==> config.mk <==
export PLATFORM = sky130hd
export DESIGN_NAME = scene_mux
export DESIGN_NICKNAME = d
export VERILOG_FILES = /design/src/rtl/scene_mux_pkg.sv /design/src/rtl/scene_mux_rgb_dimmer.sv /design/src/rtl/scene_mux.sv
export SDC_FILE = /design/constraint.sdc
export NUM_CORES = 1
export LEC_CHECK = 0
export ABC_AREA = 1
export BUFFER_PORTS_ARGS = -buffer_cell sky130_fd_sc_hd__buf_2
export CAP_MARGIN = 40
export CORE_MARGIN = 8
export CORE_UTILIZATION = 25
export DETAILED_ROUTE_END_ITERATION = 8
export GPL_TIMING_DRIVEN = 0
export PLACE_DENSITY_LB_ADDON = 0.25
export REMOVE_ABC_BUFFERS = 1
export SYNTH_ARGS = -nofsm -noshare
export SYNTH_HDL_FRONTEND = slang
export SYNTH_SLANG_ARGS = --single-unit
==> constraint.sdc <==
create_clock -name clk -period 4.75 [get_ports clk]
set_clock_uncertainty 0.2 [all_clocks]
set_input_delay 0.475 -clock clk [delete_from_list [all_inputs] [get_ports clk]]
set_output_delay 0.475 -clock clk [all_outputs]
set_load 0.005 [all_outputs]
==> src/rtl/scene_mux_pkg.sv <==
// Shared types for the scene multiplexer: FSM states, VGA field widths and the
// stage payload carried through the two-stage pipeline.
package scene_mux_pkg;

    localparam int unsigned VGA_CNT_W = 12;
    localparam int unsigned VGA_RGB_W = 12;

    typedef enum logic [1:0] {
        MUX_IDLE,
        MUX_FADE_OUT,
        MUX_FADE_IN,
        MUX_CUT
    } mux_state_t;

    typedef struct packed {
        logic [VGA_CNT_W-1:0] hcount;
        logic [VGA_CNT_W-1:0] vcount;
        logic                 hsync;
        logic                 vsync;
        logic                 hblnk;
        logic                 vblnk;
        logic [VGA_RGB_W-1:0] rgb;
    } vga_bus_t;

endpackage

==> src/rtl/scene_mux_rgb_dimmer.sv <==
// Combinational 4:4:4 brightness scaler: each channel becomes (c * level) >> FADE_SHIFT.
module scene_mux_rgb_dimmer
    import scene_mux_pkg::*;
#(
    parameter int unsigned FADE_SHIFT = 3
) (
    input  logic [VGA_RGB_W-1:0] rgb_i,
    input  logic [FADE_SHIFT:0]  level_i,
    output logic [VGA_RGB_W-1:0] rgb_c
);

    localparam int unsigned PROD_W = 4 + FADE_SHIFT + 1;

    logic [2:0][PROD_W-1:0] prod;

    // level never exceeds 2**FADE_SHIFT, so the shifted product always fits in 4 bits
    always_comb begin
        prod  = '0;
        rgb_c = '0;
        for (int ch = 0; ch < 3; ch++) begin
            prod[ch]         = PROD_W'(rgb_i[ch*4 +: 4]) * PROD_W'(level_i);
            rgb_c[ch*4 +: 4] = 4'(prod[ch] >> FADE_SHIFT);
        end
    end

endmodule

==> src/rtl/scene_mux.sv <==
// N-input VGA scene selector: switches scenes only inside vertical blanking,
// with an optional frame-stepped fade to black and back.
module scene_mux
    import scene_mux_pkg::*;
#(
    parameter int unsigned NUM_SCENES = 4,
    parameter int unsigned SEL_W      = $clog2(NUM_SCENES),
    parameter int unsigned FADE_SHIFT = 3
) (
    input  logic                                  clk,
    input  logic                                  rst,
    input  logic [SEL_W-1:0]                      scene_sel,
    input  logic [NUM_SCENES-1:0][VGA_CNT_W-1:0]  in_hcount,
    input  logic [NUM_SCENES-1:0][VGA_CNT_W-1:0]  in_vcount,
    input  logic [NUM_SCENES-1:0]                 in_hsync,
    input  logic [NUM_SCENES-1:0]                 in_vsync,
    input  logic [NUM_SCENES-1:0]                 in_hblnk,
    input  logic [NUM_SCENES-1:0]                 in_vblnk,
    input  logic [NUM_SCENES-1:0][VGA_RGB_W-1:0]  in_rgb,
    output vga_bus_t                              vga_out,
    output logic [SEL_W-1:0]                      active_scene,
    output logic                                  busy
);

    localparam int unsigned      LVL_W    = FADE_SHIFT + 1;
    localparam logic [LVL_W-1:0] LVL_FULL = LVL_W'(1 << FADE_SHIFT);

    mux_state_t       state_q, state_d;
    logic [SEL_W-1:0] target_q, target_d;
    logic [SEL_W-1:0] active_q, active_d;
    logic [LVL_W-1:0] level_q, level_d;
    logic             busy_q, busy_d;
    logic             vblnk_prev_q, vblnk_prev_d;
    vga_bus_t         s1_q, s1_d;
    vga_bus_t         s2_q, s2_d;

    logic [SEL_W-1:0]     sel_eff_c;
    logic                 frame_edge_c;
    logic [VGA_RGB_W-1:0] dim_rgb_c;

    scene_mux_rgb_dimmer #(
        .FADE_SHIFT (FADE_SHIFT)
    ) u_dimmer (
        .rgb_i   (s1_q.rgb),
        .level_i (level_q),
        .rgb_c   (dim_rgb_c)
    );

    // Out-of-range requests fall back to scene 0
    always_comb begin
        sel_eff_c = '0;
        if ({1'b0, scene_sel} < (SEL_W+1)'(NUM_SCENES)) begin
            sel_eff_c = scene_sel;
        end
        frame_edge_c = s1_q.vblnk & ~vblnk_prev_q;
    end

    // Stage 1 mux, stage 2 blanking and dimming
    always_comb begin
        s1_d = '0;
        for (int i = 0; i < int'(NUM_SCENES); i++) begin
            if (active_q == SEL_W'(i)) begin
                s1_d.hcount = in_hcount[i];
                s1_d.vcount = in_vcount[i];
                s1_d.hsync  = in_hsync[i];
                s1_d.vsync  = in_vsync[i];
                s1_d.hblnk  = in_hblnk[i];
                s1_d.vblnk  = in_vblnk[i];
                s1_d.rgb    = in_rgb[i];
            end
        end
        vblnk_prev_d = s1_q.vblnk;
        s2_d         = s1_q;
        s2_d.rgb     = (s1_q.hblnk | s1_q.vblnk) ? '0 : dim_rgb_c;
    end

    // Transition FSM; active scene and level only move on frame edges
    always_comb begin
        state_d  = state_q;
        target_d = target_q;
        active_d = active_q;
        level_d  = level_q;
        case (state_q)
            MUX_IDLE: begin
                if (sel_eff_c != active_q) begin
                    target_d = sel_eff_c;
                    state_d  = (FADE_SHIFT == 0) ? MUX_CUT : MUX_FADE_OUT;
                end
            end
            MUX_FADE_OUT: begin
                target_d = sel_eff_c;
                if (frame_edge_c) begin
                    level_d = level_q - LVL_W'(1);
                    if (level_q == LVL_W'(1)) begin
                        active_d = target_q;
                        state_d  = MUX_FADE_IN;
                    end
                end else if (sel_eff_c == active_q) begin
                    state_d = MUX_FADE_IN;
                end
            end
            MUX_FADE_IN: begin
                if (level_q == LVL_FULL) begin
                    state_d = MUX_IDLE;
                end else if (frame_edge_c) begin
                    level_d = level_q + LVL_W'(1);
                    if (level_d == LVL_FULL) begin
                        state_d = MUX_IDLE;
                    end
                end
            end
            MUX_CUT: begin
                if (frame_edge_c) begin
                    active_d = target_q;
                    state_d  = MUX_IDLE;
                end
            end
            default: state_d = MUX_IDLE;
        endcase
        busy_d = (state_d != MUX_IDLE);
    end

    always_ff @(posedge clk) begin
        if (rst) begin
            state_q      <= MUX_IDLE;
            target_q     <= '0;
            active_q     <= '0;
            level_q      <= LVL_FULL;
            busy_q       <= 1'b0;
            vblnk_prev_q <= 1'b0;
            s1_q         <= '0;
            s2_q         <= '0;
        end else begin
            state_q      <= state_d;
            target_q     <= target_d;
            active_q     <= active_d;
            level_q      <= level_d;
            busy_q       <= busy_d;
            vblnk_prev_q <= vblnk_prev_d;
            s1_q         <= s1_d;
            s2_q         <= s2_d;
        end
    end

    assign vga_out      = s2_q;
    assign active_scene = active_q;
    assign busy         = busy_q;

endmodule

* Word-level counts from Yosys, hierarchy flattened
Index checks and enable logic that the tools add are counted.
Storage, ports and cells: input bits 164, word-level logic and storage cells 77, bits in registers 91, output and inout bits 43
Operators by class: muxes and demuxes 23, reductions and logical operators 10, eq/ne operators 17, $mul 3, $add $sub $neg 2, bitwise gates (word level) 3
Operator list (count):
- two-way mux 40 bit | 4
- two-way mux 2 bit | 12
- multiplier 4 x 4 -> 7 bit | 3
- two-way mux 4 bit | 3
- != test 2 bit, second input constant | 6
- equality test 2 bit, second input constant | 4
- equality test 4 bit, second input constant | 2
- case mux 2 bit (2 select lines) | 2
- case mux 2 bit (4 select lines) | 1
- case mux 4 bit (2 select lines) | 1
- AND reduction 4 bit | 2
- nonzero test 2 bit | 4
- adder 4 x 1 -> 4 bit, second input constant | 1
- equality test 2 x 1 -> 1 bit, second input constant | 2
- equality test 4 x 1 -> 1 bit, second input constant | 1
- logical NOT 2 bit | 2
- subtractor 4 x 1 -> 4 bit, second input constant | 1
- equality test 2 bit | 1
- != test 2 bit | 1
- AND reduction 2 bit | 1
- OR reduction 2 bit | 1
- AND 1 bit | 1
- inverter 1 bit | 1
- OR 1 bit | 1

* Longest topological paths before layout
Gate-level depths: netlist of run 1.
word-level depth 7, gate-level depth with buffers 16, gate-level depth less buffers 14

* Hierarchy
Synthesis of run 1 repeated with hierarchy kept, for this count alone.
Unflattened totals: cells, all modules 767, area, all modules 5203.7 um^2
By module, submodules not included:
- scene_mux | times used 1, cells an instance 562, sequential area each 1821.7 um^2, area an instance 3900.0 um^2
- scene_mux_rgb_dimmer | times used 1, cells an instance 205, sequential area each 0.0 um^2, area an instance 1303.8 um^2

* Least setup slack after synthesis of run 1
OpenSTA, ideal clock, no wires.
kind reg2reg, start register level_q[3], end register s2_q, in the netlist vga_out[3], period minus slack after synthesis 3.142 ns, cell stages (with the launch flop) 14, required time 4.435 ns, data arrival time 2.827 ns, path slack 1.608 ns, path buffers 2, setup time 0.115 ns, cells stage by stage dfxtp_1 -> buf_2 -> clkbuf_1 -> nand2_1 -> fa_1 -> inv_1 -> fa_1 -> fa_1 -> a21oi_1 -> nor2_1 -> nor2_1 -> nand3_1 -> nand2_1 -> nor2_1
On the way: cells in the longest elaborated chain, start to end 1
Ends and longest elaborated chain:
- from (decl) | RTL line scene_mux.sv:31 | logic [LVL_W-1:0] level_q, level_d;
- from (signal assigned) | RTL line scene_mux.sv:137 | level_q <= level_d;
- multiplier 4 x 4 -> 7 bit | RTL line scene_mux_rgb_dimmer.sv:21 | prod[ch] = PROD_W'(rgb_i[ch*4 +: 4]) * PROD_W'(level_i);
- to (signal assigned) | RTL line scene_mux.sv:132 | s2_q <= '0;
- to (signal assigned) | RTL line scene_mux.sv:141 | s2_q <= s2_d;
- to (decl) | RTL line scene_mux.sv:35 | vga_bus_t s2_q, s2_d;
Every way passes these cells. A chain may end at the register's enable or synchronous reset.

* Worst setup path after layout of run 1
start register level_q[3], end register s2_q, in the netlist vga_out[7]
Same word-level chain as after synthesis.

==> impl_metrics.env, run 1 <==
export IMPL_outcome="completed"
export IMPL_path_clk_slew_ns=0.07
export IMPL_syn2layout_area_growth_pct=29.8
export IMPL_synthTopCellsByArea="dfxtp_1, nand2_1, inv_1"
export IMPL_wl_um=16200
export IMPL_vdd_drop_max_v=0.000173
export IMPL_initial_utilization=0.255
export IMPL_clockBufferDepth=2
export IMPL_ys_seq_elements=91
export IMPL_ys_warnings_count=0
export IMPL_detail_route_wl_per_cell_um=13.6
export IMPL_post_cts_buffers=0
export IMPL_nets=1118
export IMPL_slew_headroom=0.510
export IMPL_vias_per_cell=4.16
export IMPL_synth_top_area_frac=0.353
export IMPL_async_flop_share=0
export IMPL_crit_cells=11
export IMPL_yosysMostFrequentCell="nand2_1"
export IMPL_rsz0062_at_grt="no"
export IMPL_drv_cap=0
export IMPL_crit_required_ns=4.78
export IMPL_cts_resized=0
export IMPL_avgSynthCellArea_um2=7.10
export IMPL_die_h_um=160
export IMPL_max_freq_ghz=0.295
export IMPL_drc=0
export IMPL_ios=207
export IMPL_holdCritPathClass="primary input to flop"
export IMPL_track_usage=0.126
export IMPL_crit_family="adder cells"
export IMPL_cpPeakStageDelay_ns=0.75
export IMPL_drv_slew=0
export IMPL_arrival_ns=3.42
export IMPL_ctsHoldBuffers=0
export IMPL_synth_top_cells_by_count="nand2_1, inv_1, dfxtp_1, nand3_1, nor2_1"
export IMPL_fp_coreArea_mm2=0.0202
export IMPL_finalCritPeriodShare=0.713
export IMPL_cts_tree="yes"
export IMPL_critical_path_endpoint_type="flop"
export IMPL_drive_gt1_frac=0.283
export IMPL_seq_area_frac_synth=0.353
export IMPL_cts_made_buffers=9
export IMPL_path_buf_inv=1
export IMPL_synth_cells=728
export IMPL_setup_tns_ns=0
export IMPL_power_uw=1800
export IMPL_drt_initial_drc_count=204
export IMPL_leakagePower_uw=0.00381
export IMPL_path_cells="nand2_1 -> fa_1 -> inv_1 -> fa_1 -> fa_1 -> a21oi_1 -> nor2_1 -> nor2_1 -> nand3_1 -> nand2_1 -> nor2_1"
export IMPL_die_x_um=160
export IMPL_die_area_mm2=0.0255
export IMPL_io_buffers=206
export IMPL_path_max_fanout=18
export IMPL_hpwl_um=12400
export IMPL_cts_max_level=3
export IMPL_insertion_delay_ns=0.34
export IMPL_finalCriticalPeriod_ns=3.39
export IMPL_yosys_area_top_type="dfxtp_1"
export IMPL_hold_path_cell_count=3
export IMPL_critPathKind="flop to flop"
export IMPL_finalWeightedCongestion=0.750
export IMPL_overflow=0
export IMPL_num_rows=52
export IMPL_synth_edf_count=0
export IMPL_r2r_cells=11
export IMPL_grt_start_max_net_pins=35
export IMPL_cts_root_buf="clkbuf_16"
export IMPL_p_per_area_mw_per_mm2=269
export IMPL_diodes=0
export IMPL_dr_pass1_iters=4
export IMPL_post_synth_num_cell_types=33
export IMPL_grt_pass1_vias=4952
export IMPL_antenna_found_initial=0
export IMPL_synth_ff_type="dfxtp_1"
export IMPL_syn_cell_area_mm2=0.00517
export IMPL_setup_violations=0
export IMPL_num_vias=4953
export IMPL_critPathSlowestCell="dfxtp_1"
export IMPL_tightest_slew_ns=0.736
export IMPL_hold_violations=0
export IMPL_n_fill_cell=2235
export IMPL_grt_pass1_wl_um=25800
export IMPL_startpoint_type="flop"
export IMPL_postRouteAntennaNets=0
export IMPL_clkSinkCount=91
[stage by stage]
step | hold WS (ns) | util | worst slack (ns) | std cells | instance area, um^2
after CTS | 0.145 | 0.331 | 1.28 | 1190 | 6710
after detailed placement | 0.193 | 0.317 | 1.33 | 1174 | 6410
after global placement | 0.189 | 0.311 | 1.04 | 1169 | 6300
after global routing | 0.163 | 0.331 | 0.976 | 1190 | 6710
final | 0.164 | 0.331 | 1.36 | 1190 | 6710
after floorplan | 0.188 | - | 1.73 | 693 | 4930
[cells in the final DEF, fill, tap and decap left out, types with 18 or more instances in the layout]
cell     instances
buf_2          206
a21oi_1         24
nand2_1        193
o21ai_0         25
ha_1            27
dfxtp_1         90
inv_1          128
nor2_1          47
nand4_1         25
nand3_1         59
nand2_2         18
[flip-flops by register name (all words and copies together), names as in the netlist]
register / cells
busy: 1
state_q: 2
target_q: 2
vga_out: 40
active_scene: 2
vblnk_prev_d: 1
s1_q: 39
level_q: 4
[routing by layer]
layer,vias up,track usage,share of wire
met5,-,0,0
met4,0,0.0489,0.018
met3,17,0.0301,0.055
met2,134,0.214,0.47
met1,2166,0.152,0.45
li1,2636,-,-
[report_power, final]
part | total (uW) | internal, uW | switching, uW
sequential | 830 | 804 | 26.0
combinational | 243 | 117 | 126
clock | 732 | 413 | 319
total | 1800 | 1330 | 471
[tightest hold or removal path, cell delays in order]
cell      delay [ns]
buf_2           0.07
o211ai_1        0.08
inv_1           0.05
[path summary, 6_finish.rpt]
check | from | end | slack [ns]
worst max register to register | level_q[3] | vga_out[7] | 1.36
worst max-delay path | level_q[3] | vga_out[7] | 1.36
worst min register to register | s1_q[35] | vga_out[35] | 0.20
worst min-delay path | in_rgb[40] | s1_q[4] | 0.16
[area by class of cell]
cell class / count / area (um^2) / area share
tap: 270 / 338 / 0.0504
clock inverter: 6 / 71.3 / 0.0106
timing repair buffer: 211 / 1130 / 0.169
inverter: 134 / 508 / 0.0757
clock buffer: 10 / 229 / 0.0341
multi-input combinational: 468 / 2600 / 0.388
sequential: 91 / 1820 / 0.272
[cell families (layout without fill, tap and decap cells)]
kind of cell,count (synthesis),after routing,share of synthesized area
xor+xnor,5,5,0.00848
fa+ha+maj,39,39,0.112
simple gates,354,354,0.306
compound gates,70,70,0.0773
flops,91,91,0.353
buf+inv,169,361,0.143
Note: power is estimated with default switching activity, not from simulation.
==> inputs of run 2 (changes only) <==
- ABC_AREA: 1 -> 0
- clock period: 4.75 -> 3.1 ns (I/O delays scaled with it)
==> impl_metrics.env, run 2 <==
export IMPL_outcome="completed"
export IMPL_power_switching_uw=662
export IMPL_num_vias=3737
export IMPL_grt_pass1_wl_um=20300
export IMPL_syn_cell_area_mm2=0.00486
export IMPL_final_cell_mix="buf_2, dfxtp_1, nor2b_1"
export IMPL_hpwl_um=10200
export IMPL_seq_area_frac_synth=0.375
export IMPL_finalWeightedCongestion=0.766
export IMPL_drv_cap=0
export IMPL_p_clk_frac=0.399
export IMPL_r2r_cells=9
export IMPL_cts_tree="yes"
export IMPL_vias_per_cell=4.19
export IMPL_detail_route_wl_per_cell_um=14.3
export IMPL_largest_reg_flops=40
export IMPL_insertion_delay_ns=0.34
export IMPL_setup_violations=0
export IMPL_internal_power_uw=1990
export IMPL_n_fill_cell=2060
export IMPL_critPathSlowestCell="fa_1"
export IMPL_arrival_ns=2.95
export IMPL_slew_headroom=0.438
export IMPL_multi_input_area_mm2=0.00283
export IMPL_synth_top_cells_by_count="dfxtp_1, nor2b_1, mux4_2, ha_1, and2_1"
export IMPL_initial_utilization=0.252
export IMPL_synth_ff_type="dfxtp_1"
export IMPL_async_flop_share=0
export IMPL_diodes=0
export IMPL_p_per_area_mw_per_mm2=410
export IMPL_ys_warnings_count=0
export IMPL_fp_coreArea_mm2=0.0193
export IMPL_drt_initial_drc_count=127
export IMPL_path_cells="nand2_1 -> fa_1 -> inv_1 -> fa_1 -> fa_1 -> a21o_1 -> a21oi_1 -> xnor2_1 -> nor2_1"
export IMPL_synth_edf_count=0
export IMPL_tightest_slew_ns=0.843
export IMPL_startpoint_type="flop"
export IMPL_cpPeakStageDelay_ns=0.53
export IMPL_drive_gt1_frac=0.450
export IMPL_min_to="target_q[0]"
export IMPL_avgSynthCellArea_um2=11.4
export IMPL_top_layer="met4"
export IMPL_r2r_end="vga_out[7]"
export IMPL_syn2layout_area_growth_pct=32.7
export IMPL_path_max_fanout=11
export IMPL_wl_met1_um=4820
export IMPL_yosys_area_top_type="dfxtp_1"
export IMPL_post_route_util=0.335
export IMPL_crit_required_ns=3.11
export IMPL_synthTopCellsByArea="dfxtp_1, mux4_2, nor2b_1"
export IMPL_critPathKind="flop to flop"
export IMPL_num_rows=51
export IMPL_critical_path_endpoint_type="flop"
export IMPL_holdCritPathClass="primary input to flop"
export IMPL_finalCritPeriodShare=0.950
export IMPL_die_h_um=155
export IMPL_min_from="scene_sel[0]"
export IMPL_hold_violations=0
export IMPL_vdd_drop_max_v=0.000221
export IMPL_ctsHoldBuffers=0
export IMPL_ys_seq_elements=91
export IMPL_antenna_found_initial=0
export IMPL_io_buffers=206
export IMPL_synth_top_area_frac=0.375
export IMPL_regToRegSetupSlack_ns=0.15
export IMPL_clockBufferDepth=2
export IMPL_final_common_cell="buf_2"
export IMPL_finalCriticalPeriod_ns=2.95
export IMPL_wl_um=12800
export IMPL_yosysMostFrequentCell="dfxtp_1"
export IMPL_rsz0062_at_grt="no"
export IMPL_drv_slew=0
export IMPL_wl_met3_um=1320
export IMPL_drc=0
export IMPL_dr_pass1_iters=4
export IMPL_die_area_mm2=0.0242
export IMPL_track_usage=0.106
export IMPL_cts_root_buf="clkbuf_16"
export IMPL_crit_family="adder cells"
export IMPL_path_common_cell="fa_1"
export IMPL_synth_cells=425
export IMPL_grt_pass1_vias=4302
export IMPL_post_synth_num_cell_types=49
export IMPL_clkSinkCount=91
export IMPL_cts_made_buffers=9
export IMPL_die_x_um=155
export IMPL_swShare=0.250
export IMPL_ios=207
export IMPL_postRouteAntennaNets=0
export IMPL_rr_startpoint="level_q[2]"
export IMPL_p_comb_frac=0.127
export IMPL_cts_max_level=3
export IMPL_path_buf_inv=1
export IMPL_grt_start_max_net_pins=83
export IMPL_sequentialPowerShare=0.474
export IMPL_leakagePower_uw=0.00295
export IMPL_hold_path_cell_count=3
export IMPL_seq_area_mm2=0.00184
export IMPL_nets=824
export IMPL_hold_ws_ns=0.0412
export IMPL_overflow=0
export IMPL_max_freq_ghz=0.339
export IMPL_route_met2_wl_um=6470
export IMPL_path_clk_slew_ns=0.07
run 2: final cells by class:
type	instances	area share
inverter	17	0.00989
sequential	91	0.285
timing repair buffer	214	0.171
tap	265	0.0514
multi-input combinational	288	0.438
clock inverter	6	0.00834
clock buffer	10	0.0355
run 2: cell families after synthesis:
logic type / after synthesis / share of synthesized area
AOI/OAI and AO/OA: 25 / 0.0376
xor gates and xnor gates: 19 / 0.0358
adders and majority gates: 39 / 0.119
buffers and inverters: 46 / 0.0445
DFF: 91 / 0.375
muxes: 47 / 0.200
and+or+nand+nor: 158 / 0.188
run 2: tightest hold or removal path, delay by kind of cell:
| kind | cells | cell delay [ns] |
|---|---|---|
| buffers and inverters | 1 | 0.10 |
| muxes | 1 | 0.07 |
| and+or+nand+nor | 1 | 0.07 |
run 2: per-layer routing:
layer | global-route usage | up-vias
li1 | - | 1847
met1 | 0.107 | 1729
met2 | 0.188 | 149
met3 | 0.0538 | 12
met4 | 0.0282 | 0
met5 | 0 | -
run 2: worst max-delay path by stage:
stage,startpoint,end,slack (ns),depth (start not counted)
after global placement,active_scene[0],target_q[1],-0.57,4
after CTS,level_q[2],vga_out[11],0.03,10
final,level_q[2],vga_out[7],0.15,9
after detailed placement,level_q[3],vga_out[11],-0.38,10
after global routing,level_q[2],vga_out[7],0.01,9
after floorplan,level_q[3],vga_out[11],0.02,10
run 2: metrics by stage:
stage	setup TNS, ns	total power (uW)	worst slack, ns	cells	cell area (um^2)
after global routing	0	2800	0.0112	891	6450
after detailed placement	-1.77	1620	-0.376	868	6100
after global placement	-20.76	1610	-0.573	867	6070
final	0	2650	0.154	891	6450
after CTS	0	2700	0.0274	886	6410
after floorplan	0	1440	0.0244	396	4710
run 2: repair_timing:
action / 4_1_cts / 5_1_grt
gates resized for setup: 6 / 2
pin swaps: 0 / 0
endpoints found under the setup margin: 9 / 4
buffers inserted: 2 / 5
run 2: power groups by stage:
stage          Clock (uW)  Combinational, uW  Sequential, uW
6_report             1060                336            1250
5_1_grt              1160                377            1260
4_1_cts              1100                336            1260
3_5_place_dp            0                331            1290
3_3_place_gp            0                323            1290
2_1_floorplan           0                159            1280
==> inputs of run 3 (changes only) <==
- CORE_MARGIN: 8 -> 5
- SKIP_LAST_GASP: default -> 1
==> impl_metrics.env, run 3 (synthesis results as in run 2) <==
export IMPL_drv_slew=0
export IMPL_syn2layout_area_growth_pct=33.3
export IMPL_min_from="scene_sel[0]"
export IMPL_hold_path_cell_count=3
export IMPL_die_area_mm2=0.0223
export IMPL_clkSinkCount=91
export IMPL_insertion_delay_ns=0.35
export IMPL_critPathKind="flop to flop"
export IMPL_final_cell_mix="buf_2, dfxtp_1, nor2b_1"
export IMPL_num_vias=3753
export IMPL_finalWeightedCongestion=0.773
export IMPL_outcome="completed"
export IMPL_ios=207
export IMPL_max_freq_ghz=0.342
export IMPL_largest_reg_flops=40
export IMPL_cts_root_buf="clkbuf_16"
export IMPL_io_buffers=206
export IMPL_vdd_drop_max_v=0.000218
export IMPL_crit_path_start="level_q[1]"
export IMPL_drv_cap=0
export IMPL_setup_violations=0
export IMPL_grt_pass1_wl_um=19900
export IMPL_rsz0062_at_grt="no"
export IMPL_detail_route_wl_per_cell_um=13.9
export IMPL_min_to="target_q[0]"
export IMPL_path_common_cell="fa_1"
export IMPL_grt_pass1_vias=4170
export IMPL_cts_max_level=3
export IMPL_final_common_cell="buf_2"
export IMPL_hold_violations=0
export IMPL_p_per_area_mw_per_mm2=414
export IMPL_r2r_cells=9
export IMPL_finalCritPeriodShare=0.943
export IMPL_initial_utilization=0.251
export IMPL_seq_area_mm2=0.00184
export IMPL_die_h_um=149
export IMPL_nets=825
export IMPL_leakagePower_uw=0.00297
export IMPL_multi_input_area_mm2=0.00283
export IMPL_post_route_util=0.335
export IMPL_r2r_end="vga_out[3]"
export IMPL_track_usage=0.113
export IMPL_regToRegSetupSlack_ns=0.18
export IMPL_postRouteAntennaNets=0
export IMPL_fin_area_mm2=0.00648
export IMPL_path_clk_slew_ns=0.07
export IMPL_path_cells="nand2_1 -> fa_1 -> inv_1 -> fa_1 -> fa_1 -> a21o_1 -> a21oi_1 -> xnor2_1 -> nor2_1"
export IMPL_arrival_ns=2.94
export IMPL_antenna_found_initial=2
export IMPL_crit_required_ns=3.12
export IMPL_drive_gt1_frac=0.451
export IMPL_slew_headroom=0.422
export IMPL_num_rows=51
export IMPL_wl_um=12400
export IMPL_dpl_instance_area_mm2=0.00612
export IMPL_drc=0
export IMPL_power_uw=2680
export IMPL_path_max_fanout=15
export IMPL_dr_pass1_iters=6
export IMPL_finalCriticalPeriod_ns=2.92
export IMPL_n_fill_cell=1994
export IMPL_cpPeakStageDelay_ns=0.53
export IMPL_clockBufferDepth=2
export IMPL_die_x_um=149
export IMPL_startpoint_type="flop"
export IMPL_hpwl_um=9920
export IMPL_holdCritPathClass="primary input to flop"
export IMPL_overflow=0
export IMPL_critical_path_endpoint_type="flop"
export IMPL_tightest_slew_ns=0.867
export IMPL_critPathSlowestCell="fa_1"
export IMPL_fp_coreArea_mm2=0.0193
export IMPL_drt_initial_drc_count=76
export IMPL_vias_per_cell=4.20
export IMPL_rr_startpoint="level_q[1]"
export IMPL_grt_start_max_net_pins=51
export IMPL_cts_made_buffers=9
export IMPL_cts_tree="yes"
==> run 3: layer usage <==
layer	global-route usage	routed length (um)
met1	0.118	4660
met5	0	20
met3	0.0503	1120
met4	0.0348	199
met2	0.204	6410
==> run 3: worst max-delay path by stage <==
stage,endpoint,slack [ns],cells past startpoint
2_1_floorplan,vga_out[11],0.02,10
3_3_place_gp,target_q[0],-0.69,4
3_5_place_dp,vga_out[11],-0.36,10
4_1_cts,vga_out[11],0.03,10
5_1_grt,vga_out[3],0.03,9
6_report,vga_out[3],0.18,9
==> run 3: power breakdown <==
part / total (uW) / internal [uW] / leakage, uW / switching [uW]
Sequential: 1250 / 1220 / 0.000754 / 30.0
Combinational: 335 / 201 / 0.00207 / 134
Clock: 1090 / 585 / 0.000144 / 510
==> run 3: final cells by class <==
class,count,area share
Clock buffer,10,0.0369
Tap cell,265,0.0512
Multi-Input combinational cell,288,0.436
Sequential cell,91,0.284
Inverter,17,0.00985
Clock inverter,6,0.00869
Timing Repair Buffer,215,0.173
Antenna cell,1,0.000386
==> run 3: per-stage QoR <==
stage | hold WS, ns | setup WS [ns] | instances | TNS (ns)
after floorplan | 0.182 | 0.0244 | 396 | 0
after global placement | 0.218 | -0.688 | 867 | -24.70
after detailed placement | 0.223 | -0.359 | 869 | -1.63
after CTS | 0.0290 | 0.0267 | 887 | 0
after global routing | 0.0758 | 0.0335 | 893 | 0
final | 0.0436 | 0.177 | 893 | 0
==> run 3: repair_timing <==
action	4_1_cts	5_1_grt
resized for setup	6	1
pin swaps	0	1
hold buffers	0	0
setup endpoints to repair	9	4
setup buffers	2	5
gates cloned	0	0
==> run 3: critical path, delay by kind of cell, from the launching register on <==
family | cells | cell delay [ns]
xor+xnor | 1 | 0.13
simple gates | 2 | 0.15
compound gates | 2 | 0.35
buf+inv | 1 | 0.06
flops | 1 | 0.44
fa+ha+maj | 3 | 1.49
